File: src/rtl/imem_loader_pkg.sv
// Shared types and constants for the instruction-memory loader.
package imem_loader_pkg;

  typedef enum logic [2:0] {
    IDLE,
    HDR_LO,
    HDR_HI,
    CHECK,
    DATA,
    RUN,
    ERR
  } loader_state_t;

  localparam int HDR_BYTES      = 2;
  localparam int BYTES_PER_WORD = 4;

endpackage

File: src/rtl/imem_loader_byte_packer.sv
// Packs little-endian bytes into 32-bit words. The finished word is held
// in 'word' until the next word completes, so it doubles as the Imem data bus.
module imem_loader_byte_packer
  import imem_loader_pkg::*;
(
  input  logic        clk,
  input  logic        reset,
  input  logic [7:0]  byte_in,
  input  logic        accept,
  input  logic        clear,
  output logic [1:0]  byte_idx,
  output logic [31:0] word,
  output logic        word_done
);

  localparam logic [1:0] LAST_IDX = 2'(BYTES_PER_WORD - 1);

  logic [23:0] partial;

  // Collect bytes 0..2 in the partial buffer; byte 3 completes the word.
  always_ff @(posedge clk or negedge reset) begin
    if (!reset) begin
      partial   <= '0;
      byte_idx  <= '0;
      word      <= '0;
      word_done <= 1'b0;
    end else begin
      word_done <= 1'b0;
      if (clear) begin
        partial  <= '0;
        byte_idx <= '0;
      end else if (accept) begin
        if (byte_idx == LAST_IDX) begin
          word      <= {byte_in, partial};
          word_done <= 1'b1;
          byte_idx  <= '0;
        end else begin
          case (byte_idx)
            2'd0:    partial[7:0]   <= byte_in;
            2'd1:    partial[15:8]  <= byte_in;
            default: partial[23:16] <= byte_in;
          endcase
          byte_idx <= byte_idx + 2'd1;
        end
      end
    end
  end

endmodule

File: src/rtl/imem_loader.sv
// Loads a program into instruction memory from a byte stream:
// 2-byte little-endian word count, then 4 bytes per instruction.
//
// state  | meaning
// IDLE   | waiting for load_req after reset
// HDR_LO | taking word-count low byte
// HDR_HI | taking word-count high byte
// CHECK  | validating the word count (no bytes taken)
// DATA   | taking instruction bytes, one Imem write per word
// RUN    | program loaded, start held high
// ERR    | word count rejected, error held high
module imem_loader
  import imem_loader_pkg::*;
#(
  parameter int MAX_WORDS = 64,
  parameter int CNT_W     = $clog2(MAX_WORDS + 1)
) (
  input  logic             clk,
  input  logic             reset,
  input  logic             load_req,
  input  logic [7:0]       byte_in,
  input  logic             byte_valid,
  output logic             byte_ready,
  output logic [31:0]      Imem_write_instr,
  output logic             Imem_write_en,
  output logic             start,
  output logic             busy,
  output logic             error,
  output logic [CNT_W-1:0] words_written
);

  localparam int               HDR_W = 8 * HDR_BYTES;
  localparam logic [HDR_W-1:0] MAX_N = HDR_W'(MAX_WORDS);
  localparam logic [CNT_W-1:0] ONE   = CNT_W'(1);

  loader_state_t    state;
  logic [HDR_W-1:0] hdr;
  logic [CNT_W-1:0] words_left;
  logic             byte_take;
  logic             data_accept;
  logic             hdr_bad;
  logic [1:0]       pk_idx;
  logic [31:0]      pk_word;
  logic             pk_done;

  assign byte_take   = byte_valid && byte_ready;
  assign data_accept = byte_take && (state == DATA);
  assign hdr_bad     = (hdr == '0) || (hdr > MAX_N);

  // Write strobe and data come straight from the packer's registers.
  assign Imem_write_instr = pk_word;
  assign Imem_write_en    = pk_done;

  imem_loader_byte_packer u_packer (
    .clk       (clk),
    .reset     (reset),
    .byte_in   (byte_in),
    .accept    (data_accept),
    .clear     (state == CHECK),
    .byte_idx  (pk_idx),
    .word      (pk_word),
    .word_done (pk_done)
  );

  // Load sequencer; words_left counts down to the last write.
  always_ff @(posedge clk or negedge reset) begin
    if (!reset) begin
      state         <= IDLE;
      hdr           <= '0;
      words_left    <= '0;
      words_written <= '0;
      byte_ready    <= 1'b0;
      start         <= 1'b0;
      busy          <= 1'b0;
      error         <= 1'b0;
    end else begin
      case (state)
        IDLE: begin
          if (load_req) begin
            state      <= HDR_LO;
            byte_ready <= 1'b1;
            busy       <= 1'b1;
          end
        end
        HDR_LO: begin
          if (byte_take) begin
            hdr[7:0] <= byte_in;
            state    <= HDR_HI;
          end
        end
        HDR_HI: begin
          if (byte_take) begin
            hdr[15:8]  <= byte_in;
            state      <= CHECK;
            byte_ready <= 1'b0;
          end
        end
        CHECK: begin
          if (hdr_bad) begin
            state <= ERR;
            error <= 1'b1;
            busy  <= 1'b0;
          end else begin
            state         <= DATA;
            words_written <= '0;
            words_left    <= CNT_W'(hdr);
            byte_ready    <= 1'b1;
          end
        end
        DATA: begin
          if (data_accept && (pk_idx == 2'd3)) begin
            words_written <= words_written + ONE;
            words_left    <= words_left - ONE;
            // Stop taking bytes once the final byte is in, so extras stay put.
            if (words_left == ONE) byte_ready <= 1'b0;
          end
          if (pk_done && (words_left == '0)) begin
            state <= RUN;
            start <= 1'b1;
            busy  <= 1'b0;
          end
        end
        RUN: begin
          if (load_req) begin
            state      <= HDR_LO;
            start      <= 1'b0;
            busy       <= 1'b1;
            byte_ready <= 1'b1;
          end
        end
        ERR: begin
          if (load_req) begin
            state      <= HDR_LO;
            error      <= 1'b0;
            busy       <= 1'b1;
            byte_ready <= 1'b1;
          end
        end
        default: begin
          state      <= IDLE;
          byte_ready <= 1'b0;
          start      <= 1'b0;
          busy       <= 1'b0;
          error      <= 1'b0;
        end
      endcase
    end
  end

endmodule

File: config.mk
export PLATFORM = sky130hd
export DESIGN_NAME = imem_loader
export DESIGN_NICKNAME = d
export VERILOG_FILES = /design/src/rtl/imem_loader_pkg.sv /design/src/rtl/imem_loader_byte_packer.sv /design/src/rtl/imem_loader.sv
export SDC_FILE = /design/constraint.sdc
export NUM_CORES = 1
export LEC_CHECK = 0
export ABC_AREA = 0
export CORE_MARGIN = 2
export CORE_UTILIZATION = 49
export CTS_CLUSTER_SIZE = 24
export DETAILED_ROUTE_END_ITERATION = 12
export PLACE_DENSITY = 0.79
export RECOVER_POWER = 100
export SETUP_SLACK_MARGIN = 0.3
export SYNTH_ARGS = -nofsm -noshare
export SYNTH_HDL_FRONTEND = slang
export SYNTH_SLANG_ARGS = --single-unit
File: constraint.sdc
create_clock -name clk -period 2.2 [get_ports clk]
set_input_delay 0.44 -clock clk [delete_from_list [all_inputs] [get_ports clk]]
set_output_delay 0.44 -clock clk [all_outputs]
set_load 0.005 [all_outputs]
==> results.yml, run 1 <==
placement:
  place_area_sq_um: 5060
  hpwl_um: 6610
  gp_congestion: 0.816
  port_buffers: 55
critical_path:
  cp-startpoint: "hdr[12]$_DFFE_PN0P_"
  worstReg2RegEnd: "words_left[4]$_DFFE_PN0P_"
  r2r_start: "hdr[12]$_DFFE_PN0P_"
  arrival_ps: 2410
  worstSetupStartpointType: "flip-flop"
  crit_type: "flip-flop to flip-flop"
  r2r_setup_slack_ps: 40
  crit_path_end: "words_left[4]$_DFFE_PN0P_"
  crit_fanout: 10
  r2r_cells: 6
  worstPathRequired_ps: 2450
  end_kind: "flip-flop"
final_layout:
  n_antenna_cell: 0
  finalInstanceArea_sq_um: 5360
  drive_gt1_share_pct: 15.4
  area_delta_synth_final_pct: 26.4
  fin_nets: 513
detailed_routing:
  ant_nets: 0
  post_drt_wl_per_cell_um: 16.2
  drt_wl_total_um: 9770
  drc: 0
  drt_iter0_drc: 178
  vias_per_cell: 5.45
  firstDrtPassIters: 4
  vias: 3293
timing:
  worstMarginPinSlew_ps: 728
  setup-violations-final: 0
  max_freq_ghz: 0.463
  fin_crit_ps: 2160
  fin_skew_ps: 18.6
  fin_crit_sh_pct: 98.3
  rsz0062_at_grt: "yes"
  slew_headroom_pct: 51.4
  drv_slew: 0
  hold_viol_final: 0
pwr:
  powerDensity_nw_per_um2: 989
  vdd_ir_drop_max_mv: 0.402
  power_mw: 5.31
  leakagePower_nw: 2.51
grt:
  grt_pass1_vias: 3330
  grt_pass1_wl_um: 16800
  antenna_found_initial: 0
  grt_max_degree: 51
  gr-total-overflow: 0
  grt_util_all_layers_pct: 22.0
yosys:
  synthCells: 416
  syn_nets: 435
  ys_seq_elements: 96
  netlist_area_sq_um: 4240
  synthFlopType: "dfrtp_1"
  yosysSeqAreaShare_pct: 56.6
  synth_edf_count: 0
  synthArstFlopShare_pct: 100
  syn_area_per_cell_sq_um: 10.2
  synth_cell_types: 47
  synth_warnings: 0
floorplanning:
  dieArea_sq_um: 9420
  num_rows: 33
  core_sq_um: 8300
  initial_core_util_pct: 51.1
  io_pins: 56
  die_w_um: 97.1
  dieHeight_um: 97.1
clock_tree:
  cts_sinks: 96
  cts_max_path_buffers: 2
  cts_buffers: 9
  cts_tree: "built"
  ctsRootBufferMaster: "clkbuf_8"
  cts.htree.levels: 3
  clkTransAtPathRegs_ps: 120
  clkLatencyLatePin_ps: 370
run:
  timing.max_cap.violations: 0
worst_hold_path:
  hp-class: "flip-flop to flip-flop"
run_status:
  status: "completed"
-- registers in the layout (all words and copies together), names as in the netlist --
| name | cells |
|---|---|
| u_packer.word | 32 |
| error | 1 |
| u_packer.byte_idx | 2 |
| u_packer.word_done | 1 |
| words_left | 7 |
| busy | 1 |
| words_written | 7 |
| hdr | 16 |
| start | 1 |
| u_packer.partial | 24 |
| state | 3 |
| byte_ready | 1 |
-- per-stage QoR --
stage	cells	util (%)	setup TNS [ps]	hold WS [ps]	worst slack, ps
after CTS	602	64.3	0	487	43.8
after global routing	604	64.6	-187	511	-48.1
final	604	64.6	0	483	38.2
after floorplan	416	-	0	144	89.0
after detailed placement	581	60.9	-33.1	400	-18.0
after global placement	581	60.9	0	397	60.9
-- critical path: stages (launching register included) --
cell and delay [ps]:
dfrtp_1 390, or4_4 540, or3_4 390, a211oi_4 170, buf_6 160, o22ai_1 80, a221o_1 320
-- layout make-up --
type,count,area (sq um)
fillers,639,2940
flip-flops and latches,96,2400
multi-input cells,289,1790
repair buffers,87,793
well taps,105,131
clock buffers,9,124
clock inverters,7,80.1
inverters,11,46.3
-- worst min-delay path by stage --
stage,start,end,depth (start not counted)
3_3_place_gp,reset,u_packer.word[4]$_DFFE_PN0P_,1
4_1_cts,u_packer.partial[12]$_DFFE_PN0P_,u_packer.word[12]$_DFFE_PN0P_,2
3_5_place_dp,reset,u_packer.word[4]$_DFFE_PN0P_,1
6_report,u_packer.word[9]$_DFFE_PN0P_,u_packer.word[9]$_DFFE_PN0P_,2
5_1_grt,u_packer.partial[12]$_DFFE_PN0P_,u_packer.word[12]$_DFFE_PN0P_,2
2_1_floorplan,reset,busy$_DFFE_PN0P_,0
-- cell usage in the layout (no fill, tap or decap), types with 9 or more instances in the layout --
cell             count
clkbuf_8             9
nand2_1            112
nor2_1              39
o21ai_0             15
a21oi_1              9
dfrtp_1             96
mux2_2              16
inv_1               10
mux2i_1             27
buf_4               21
clkdlybuf4s50_1     52
-- synthesized netlist by cell type, types with 3 or more instances --
cell type	instances	area, sq um
nor3_1	5	25.0
clkbuf_1	11	41.3
and2_1	3	18.8
inv_1	10	37.5
mux2i_1	27	270
nor2b_1	3	18.8
nor2_1	39	146
dfrtp_1	96	2400
o21ai_0	16	80.1
a221o_1	5	50.1
nand2_1	112	420
o22ai_1	4	25.0
or3_1	3	18.8
nor3b_1	3	22.5
mux2_2	17	191
a21oi_1	12	60.1
ha_1	6	75.1
buf_2	8	40.0
-- report_power, final --
part	leakage [nW]	switching [mW]	internal (mW)
clock	0.0998	0.708	0.454
combinational	1.13	0.818	0.788
sequential	1.28	0.347	2.19
total	2.51	1.87	3.43
-- cells by family after synthesis --
group                    count (synthesis)  share of synthesized area (%)
multiplexers                            44                           10.9
XOR/XNOR                                 3                          0.619
adder cells (fa/ha/maj)                  7                           2.24
flip-flops                              96                           56.6
AND/OR/NAND/NOR                        187                           19.1
buffers and inverters                   31                           3.15
AO/OA/AOI/OAI                           48                           7.40
-- layer usage --
layer	global-route usage [%]	share of wire (%)
met2	34.2	47
met5	0	0
met4	6.07	0.68
met1	31.6	46
met3	4.75	6.1
-- timing repair --
action	4_1_cts	5_1_grt
pin swaps	0	4
buffers inserted	4	2
endpoints found under the setup margin	23	27
endpoints found under the hold margin	24	0
hold buffers	1	0
resized for setup	8	13
Note: power is estimated with default switching activity, not from simulation.
==> run 2: changes to the inputs <==
Settings changed: TNS_END_PERCENT from default to 30.
==> run 2 against run 1 <==
Against the previous run: global-route usage rose by 0.35 points; combinational power barely moved; wire length rose by 1.7%; count of clock-buffer cells in the layout did not move; non-clock buffer count fell by 4; setup slack got worse by 25 ps; maximum frequency fell by 1.1%; clock skew fell by 5.1 ps; critical path depth did not move.
==> results.yml, run 2 (synthesized netlist as in run 1, its figures left out) <==
detailed_routing:
  drt_wl_total_um: 9940
  drc: 0
  post_drt_wl_per_cell_um: 16.6
  firstDrtPassIters: 4
  drt_iter0_drc: 179
  vias: 3293
  vias_per_cell: 5.49
  ant_nets: 0
final_layout:
  final_cell_mix: "112 x nand2_1, 95 x dfrtp_1, 45 x dlygate4sd3_1"
  final_common_cell: "nand2_1"
  reg.largest.list: "u_packer.word (32), u_packer.partial (24), hdr (16)"
  area_delta_synth_final_pct: 26.2
  drive_gt1_share_pct: 14.3
  instances_no_fill: 600
  fin_nets: 509
  largest_reg_flops: 32
  n_antenna_cell: 0
  largest-register: "u_packer.word"
critical_path:
  crit_fanout: 9
  worstReg2RegEnd: "words_left[6]$_DFFE_PN0P_"
  arrival_ps: 2430
  cpPeakStageDelay_ps: 550
  path_cells: "or4_4 -> or3_4 -> a211oi_4 -> buf_12 -> o22ai_2 -> a221o_1"
  worstPathRequired_ps: 2440
  r2r_start: "hdr[12]$_DFFE_PN0P_"
  crit_type: "flip-flop to flip-flop"
  path_buf_inv: 1
  cp_slowest_cell: "or4_4"
  end_kind: "flip-flop"
  cpLargestDelayFamily: "simple AND/OR/NAND/NOR gates"
  path_depth: 6
  r2r_setup_slack_ps: 10
  worstSetupStartpointType: "flip-flop"
  r2r_cells: 6
pwr:
  powerDensity_nw_per_um2: 1030
  power_mw: 5.54
  clockPowerShare_pct: 25.5
  leakagePower_nw: 2.65
  internal-power_mw: 3.71
  vdd_ir_drop_max_mv: 0.415
  combPwrFrac_pct: 28.6
  switching_share_pct: 33.0
  p_sw_mw: 1.83
  pwr-share-seq_pct: 45.8
grt:
  grt_pass1_vias: 3401
  antenna_found_initial: 0
  gr-total-overflow: 0
  grt_util_all_layers_pct: 22.4
  grt_pass1_wl_um: 16900
  grt_max_degree: 45
floorplanning:
  num_rows: 33
  initial_core_util_pct: 51.1
  io_pins: 56
  die_w_um: 97.1
  dieHeight_um: 97.1
  core_sq_um: 8300
  dieArea_sq_um: 9420
clock_tree:
  cts_buffers: 9
  cts_sinks: 96
  cts.htree.levels: 3
  postCtsHoldBufs: 0
  cts_max_path_buffers: 2
  clkLatencyLatePin_ps: 370
  clkTransAtPathRegs_ps: 100
  ctsRootBufferMaster: "clkbuf_8"
  cts_tree: "built"
timing:
  fin_setup_tns_ps: 0
  slew_headroom_pct: 28.8
  max_freq_ghz: 0.457
  setup_ws_ps: 13.4
  rsz0062_at_grt: "yes"
  worstMarginPinSlew_ps: 1070
  fin_crit_sh_pct: 99.4
  hold_viol_final: 0
  fin_crit_ps: 2190
  drv_slew: 0
  setup-violations-final: 0
  fin_skew_ps: 13.5
worst_hold_path:
  hp-class: "primary input to asynchronous set/reset pin"
placement:
  hpwl_um: 6530
  dp.cells: 579
  pre_cts_slack_ps: -30.2
  port_buffers: 55
  gp_congestion: 0.824
run_status:
  status: "completed"
run:
  timing.max_cap.violations: 0
[run 2: cell types whose count changed in the layout (fill, tap and decap cells not counted), sizes merged]
cell,delta
buf,-8
bufinv,+3
clkbuf,+5
clkdlybuf4s50,-43
clkinvlp,-1
dlygate4sd3,+42
inv,-2
[run 2: layer usage]
metal  global-route usage [%]  vias to the layer above  wire length [um]
met2                     36.1                       97              4810
met1                     30.5                     1631              4350
met3                     3.53                       23               548
met4                     9.10                        0               227
met5                        0                        -                 0
li1                         -                     1542                 -
[run 2: layout make-up]
type,instances,area [sq um]
fill,664,2940
timing repair buffer,83,763
clock inverter,7,124
inverter,11,42.5
multi-input combinational,289,1770
sequential,96,2400
tap,105,131
clock buffer,9,124
[run 2: how the worst max path moves through the flow]
stage,startpoint,slack (ps),endpoint
floorplan,hdr[12]$_DFFE_PN0P_,90,words_left[3]$_DFFE_PN0P_
CTS,hdr[12]$_DFFE_PN0P_,10,words_left[6]$_DFFE_PN0P_
global placement,byte_valid,30,u_packer.partial[20]$_DFFE_PN0P_
global route,hdr[12]$_DFFE_PN0P_,-60,words_left[3]$_DFFE_PN0P_
finish,hdr[12]$_DFFE_PN0P_,10,words_left[6]$_DFFE_PN0P_
detailed placement,byte_valid,-30,u_packer.partial[17]$_DFFE_PN0P_
[run 2: timing repair]
action | 4_1_cts | 5_1_grt
setup buffers | 4 | 1
pin swaps | 2 | 9
resized for setup | 7 | 11
setup endpoints to repair | 42 | 49
cloned | 0 | 0
[run 2: metrics by stage]
step	area, sq um	util [%]	hold slack [ps]
2_1_floorplan	4260	-	144
3_3_place_gp	5060	61.0	423
3_5_place_dp	5060	61.0	426
4_1_cts	5370	64.6	33.2
5_1_grt	5360	64.6	244
6_report	5360	64.6	182
[run 2: worst register-to-register path, delay by kind of cell, from the launching register on]
family | cells | cell delay [ps]
AO/OA/AOI/OAI | 3 | 580
buffers and inverters | 1 | 160
flip-flops | 1 | 390
AND/OR/NAND/NOR | 2 | 940
[run 2: power groups by stage]
stage | clock (mW) | sequential, mW | combinational (mW)
2_1_floorplan | 0 | 2.46 | 0.999
6_report | 1.41 | 2.54 | 1.59
5_1_grt | 1.49 | 2.59 | 1.76
3_5_place_dp | 0 | 2.54 | 1.51
3_3_place_gp | 0 | 2.52 | 1.42
4_1_cts | 1.43 | 2.52 | 1.58
==> run 3: changes to the inputs <==
Settings changed: CORE_MARGIN 2 to default, MAX_ROUTING_LAYER from default to met4.
==> run 3 against run 2 <==
Against the previous run: combinational power is 4% lower; setup slack better by 13 ps; count of clock-buffer cells in the layout rose by 2; design area fell by 1.4%; clock power is 23% lower; sequential share of layout area grew 0.59 points; hold slack better by 290 ps; global-route usage is 2.1 points higher; critical endpoint is now words_left[3]$_DFFE_PN0P_.
==> results.yml, run 3 (synthesized netlist as in run 1, its figures left out) <==
worst_hold_path:
  hp-class: "flip-flop to flip-flop"
  whs_path_depth: 2
  worstHoldStart: "u_packer.word[4]$_DFFE_PN0P_"
  hold_end: "u_packer.word[4]$_DFFE_PN0P_"
clock_tree:
  cts_buffers: 9
  clkTransAtPathRegs_ps: 90
  cts_max_path_buffers: 2
  clkLatencyLatePin_ps: 370
  cts_sinks: 96
  cts.htree.levels: 3
  ctsRootBufferMaster: "clkbuf_8"
  cts_tree: "built"
critical_path:
  cpPeakStageDelay_ps: 530
  crit_type: "flip-flop to flip-flop"
  r2r_start: "hdr[12]$_DFFE_PN0P_"
  worstReg2RegEnd: "words_left[3]$_DFFE_PN0P_"
  crit_fanout: 6
  path_cells: "or4_4 -> or3_4 -> a211oi_4 -> buf_6 -> o22ai_2 -> a221o_1"
  cp_slowest_cell: "or4_4"
  worstPathRequired_ps: 2460
  cpLargestDelayFamily: "simple AND/OR/NAND/NOR gates"
  path_buf_inv: 1
  end_kind: "flip-flop"
  worstSetupStartpointType: "flip-flop"
  r2r_cells: 6
  r2r_setup_slack_ps: 30
  arrival_ps: 2430
floorplanning:
  num_rows: 33
  dieHeight_um: 95.1
  initial_core_util_pct: 51.1
  io_pins: 56
  core_sq_um: 8300
  die_w_um: 95.1
  dieArea_sq_um: 9040
timing:
  hold_viol_final: 0
  max_freq_ghz: 0.460
  fin_skew_ps: 13.5
  fin_crit_ps: 2170
  setup-violations-final: 0
  drv_slew: 0
  slew_headroom_pct: 19.5
  rsz0062_at_grt: "yes"
  fin_setup_tns_ps: 0
  whs_ps: 472
  worstMarginPinSlew_ps: 1210
  fin_crit_sh_pct: 98.8
placement:
  port_buffers: 55
  dp.cells: 579
  gp_congestion: 0.853
  hpwl_um: 6510
  place_area_sq_um: 5050
final_layout:
  drive_gt1_share_pct: 14.4
  instances_no_fill: 604
  area_delta_synth_final_pct: 24.5
  largest-register: "u_packer.word"
  final_common_cell: "nand2_1"
  n_antenna_cell: 0
  reg.largest.list: "u_packer.word (32), u_packer.partial (24), hdr (16)"
  fill_cells: 659
  finalInstanceArea_sq_um: 5290
  fin_nets: 513
  largest_reg_flops: 32
  final_cell_mix: "110 x nand2_1, 96 x dfrtp_1, 47 x dlygate4sd3_1"
run:
  timing.max_cap.violations: 0
detailed_routing:
  vias: 3347
  firstDrtPassIters: 5
  wl_met3_um: 656
  drt-met1-wl_um: 4500
  wl_met2_um: 4580
  ant_nets: 0
  post_drt_wl_per_cell_um: 16.3
  vias_per_cell: 5.54
  drt_wl_total_um: 9830
  topRoutingLayerUsed: "met4"
  drc: 0
  drt_iter0_drc: 282
grt:
  antenna_found_initial: 0
  gr-total-overflow: 0
  grt_max_degree: 46
  grt_pass1_vias: 3342
  grt_util_all_layers_pct: 24.5
  grt_pass1_wl_um: 16100
pwr:
  vdd_ir_drop_max_mv: 0.621
  powerDensity_nw_per_um2: 970
  leakagePower_nw: 2.64
  power_mw: 5.13
run_status:
  status: "completed"
run 3: layer usage:
layer / global-route usage [%] / up-vias
met4: 7.20 / 0
li1: - / 1561
met2: 36.9 / 118
met5: - / -
met1: 32.6 / 1656
met3: 6.54 / 12
run 3: how the worst max path moves through the flow:
stage | end | depth (start not counted) | from | slack (ps)
6_report | words_left[3]$_DFFE_PN0P_ | 6 | hdr[12]$_DFFE_PN0P_ | 30
3_3_place_gp | words_written[5]$_DFFE_PN0P_ | 7 | byte_valid | 70
3_5_place_dp | u_packer.partial[7]$_DFFE_PN0P_ | 8 | byte_valid | -20
5_1_grt | words_left[3]$_DFFE_PN0P_ | 6 | hdr[12]$_DFFE_PN0P_ | -30
2_1_floorplan | words_left[3]$_DFFE_PN0P_ | 5 | hdr[12]$_DFFE_PN0P_ | 90
4_1_cts | words_left[3]$_DFFE_PN0P_ | 6 | hdr[14]$_DFFE_PN0P_ | 40
run 3: cell type report:
| type | count | area [sq um] | area share [%] |
|---|---|---|---|
| Clock buffer | 11 | 141 | 2.68 |
| Tap cell | 105 | 131 | 2.49 |
| Timing Repair Buffer | 87 | 778 | 14.7 |
| Clock inverter | 5 | 42.5 | 0.805 |
| Sequential cell | 96 | 2400 | 45.5 |
| Inverter | 11 | 41.3 | 0.781 |
| Multi-Input combinational cell | 289 | 1750 | 33.1 |
run 3: stage by stage:
stage / worst slack [ps] / utilization (%)
floorplan: 89.0 / -
global placement: 65.4 / 60.8
detailed placement: -16.4 / 60.8
CTS: 38.9 / 63.7
global route: -31.6 / 63.7
finish: 26.2 / 63.7
run 3: repair_timing:
| action | 4_1_cts | 5_1_grt |
|---|---|---|
| setup endpoints to repair | 16 | 57 |
| gates resized for setup | 2 | 18 |
| hold endpoints to repair | 19 | 0 |
| setup buffers | 4 | 3 |
| pin swaps | 2 | 6 |
| cloned | 1 | 0 |
| hold buffers | 1 | 0 |
run 3: worst min-delay path, delay by kind of cell (launching register included):
kind / cells / cell delay, ps
DFF: 1 / 340
and+or+nand+nor: 2 / 110
run 3: where the power goes:
group	total, mW	internal (mW)	switching, mW	leakage (nW)
Clock	1.09	0.450	0.636	0.0897
Sequential	2.52	2.19	0.323	1.28
Combinational	1.52	0.732	0.793	1.27
Total	5.13	3.37	1.75	2.64
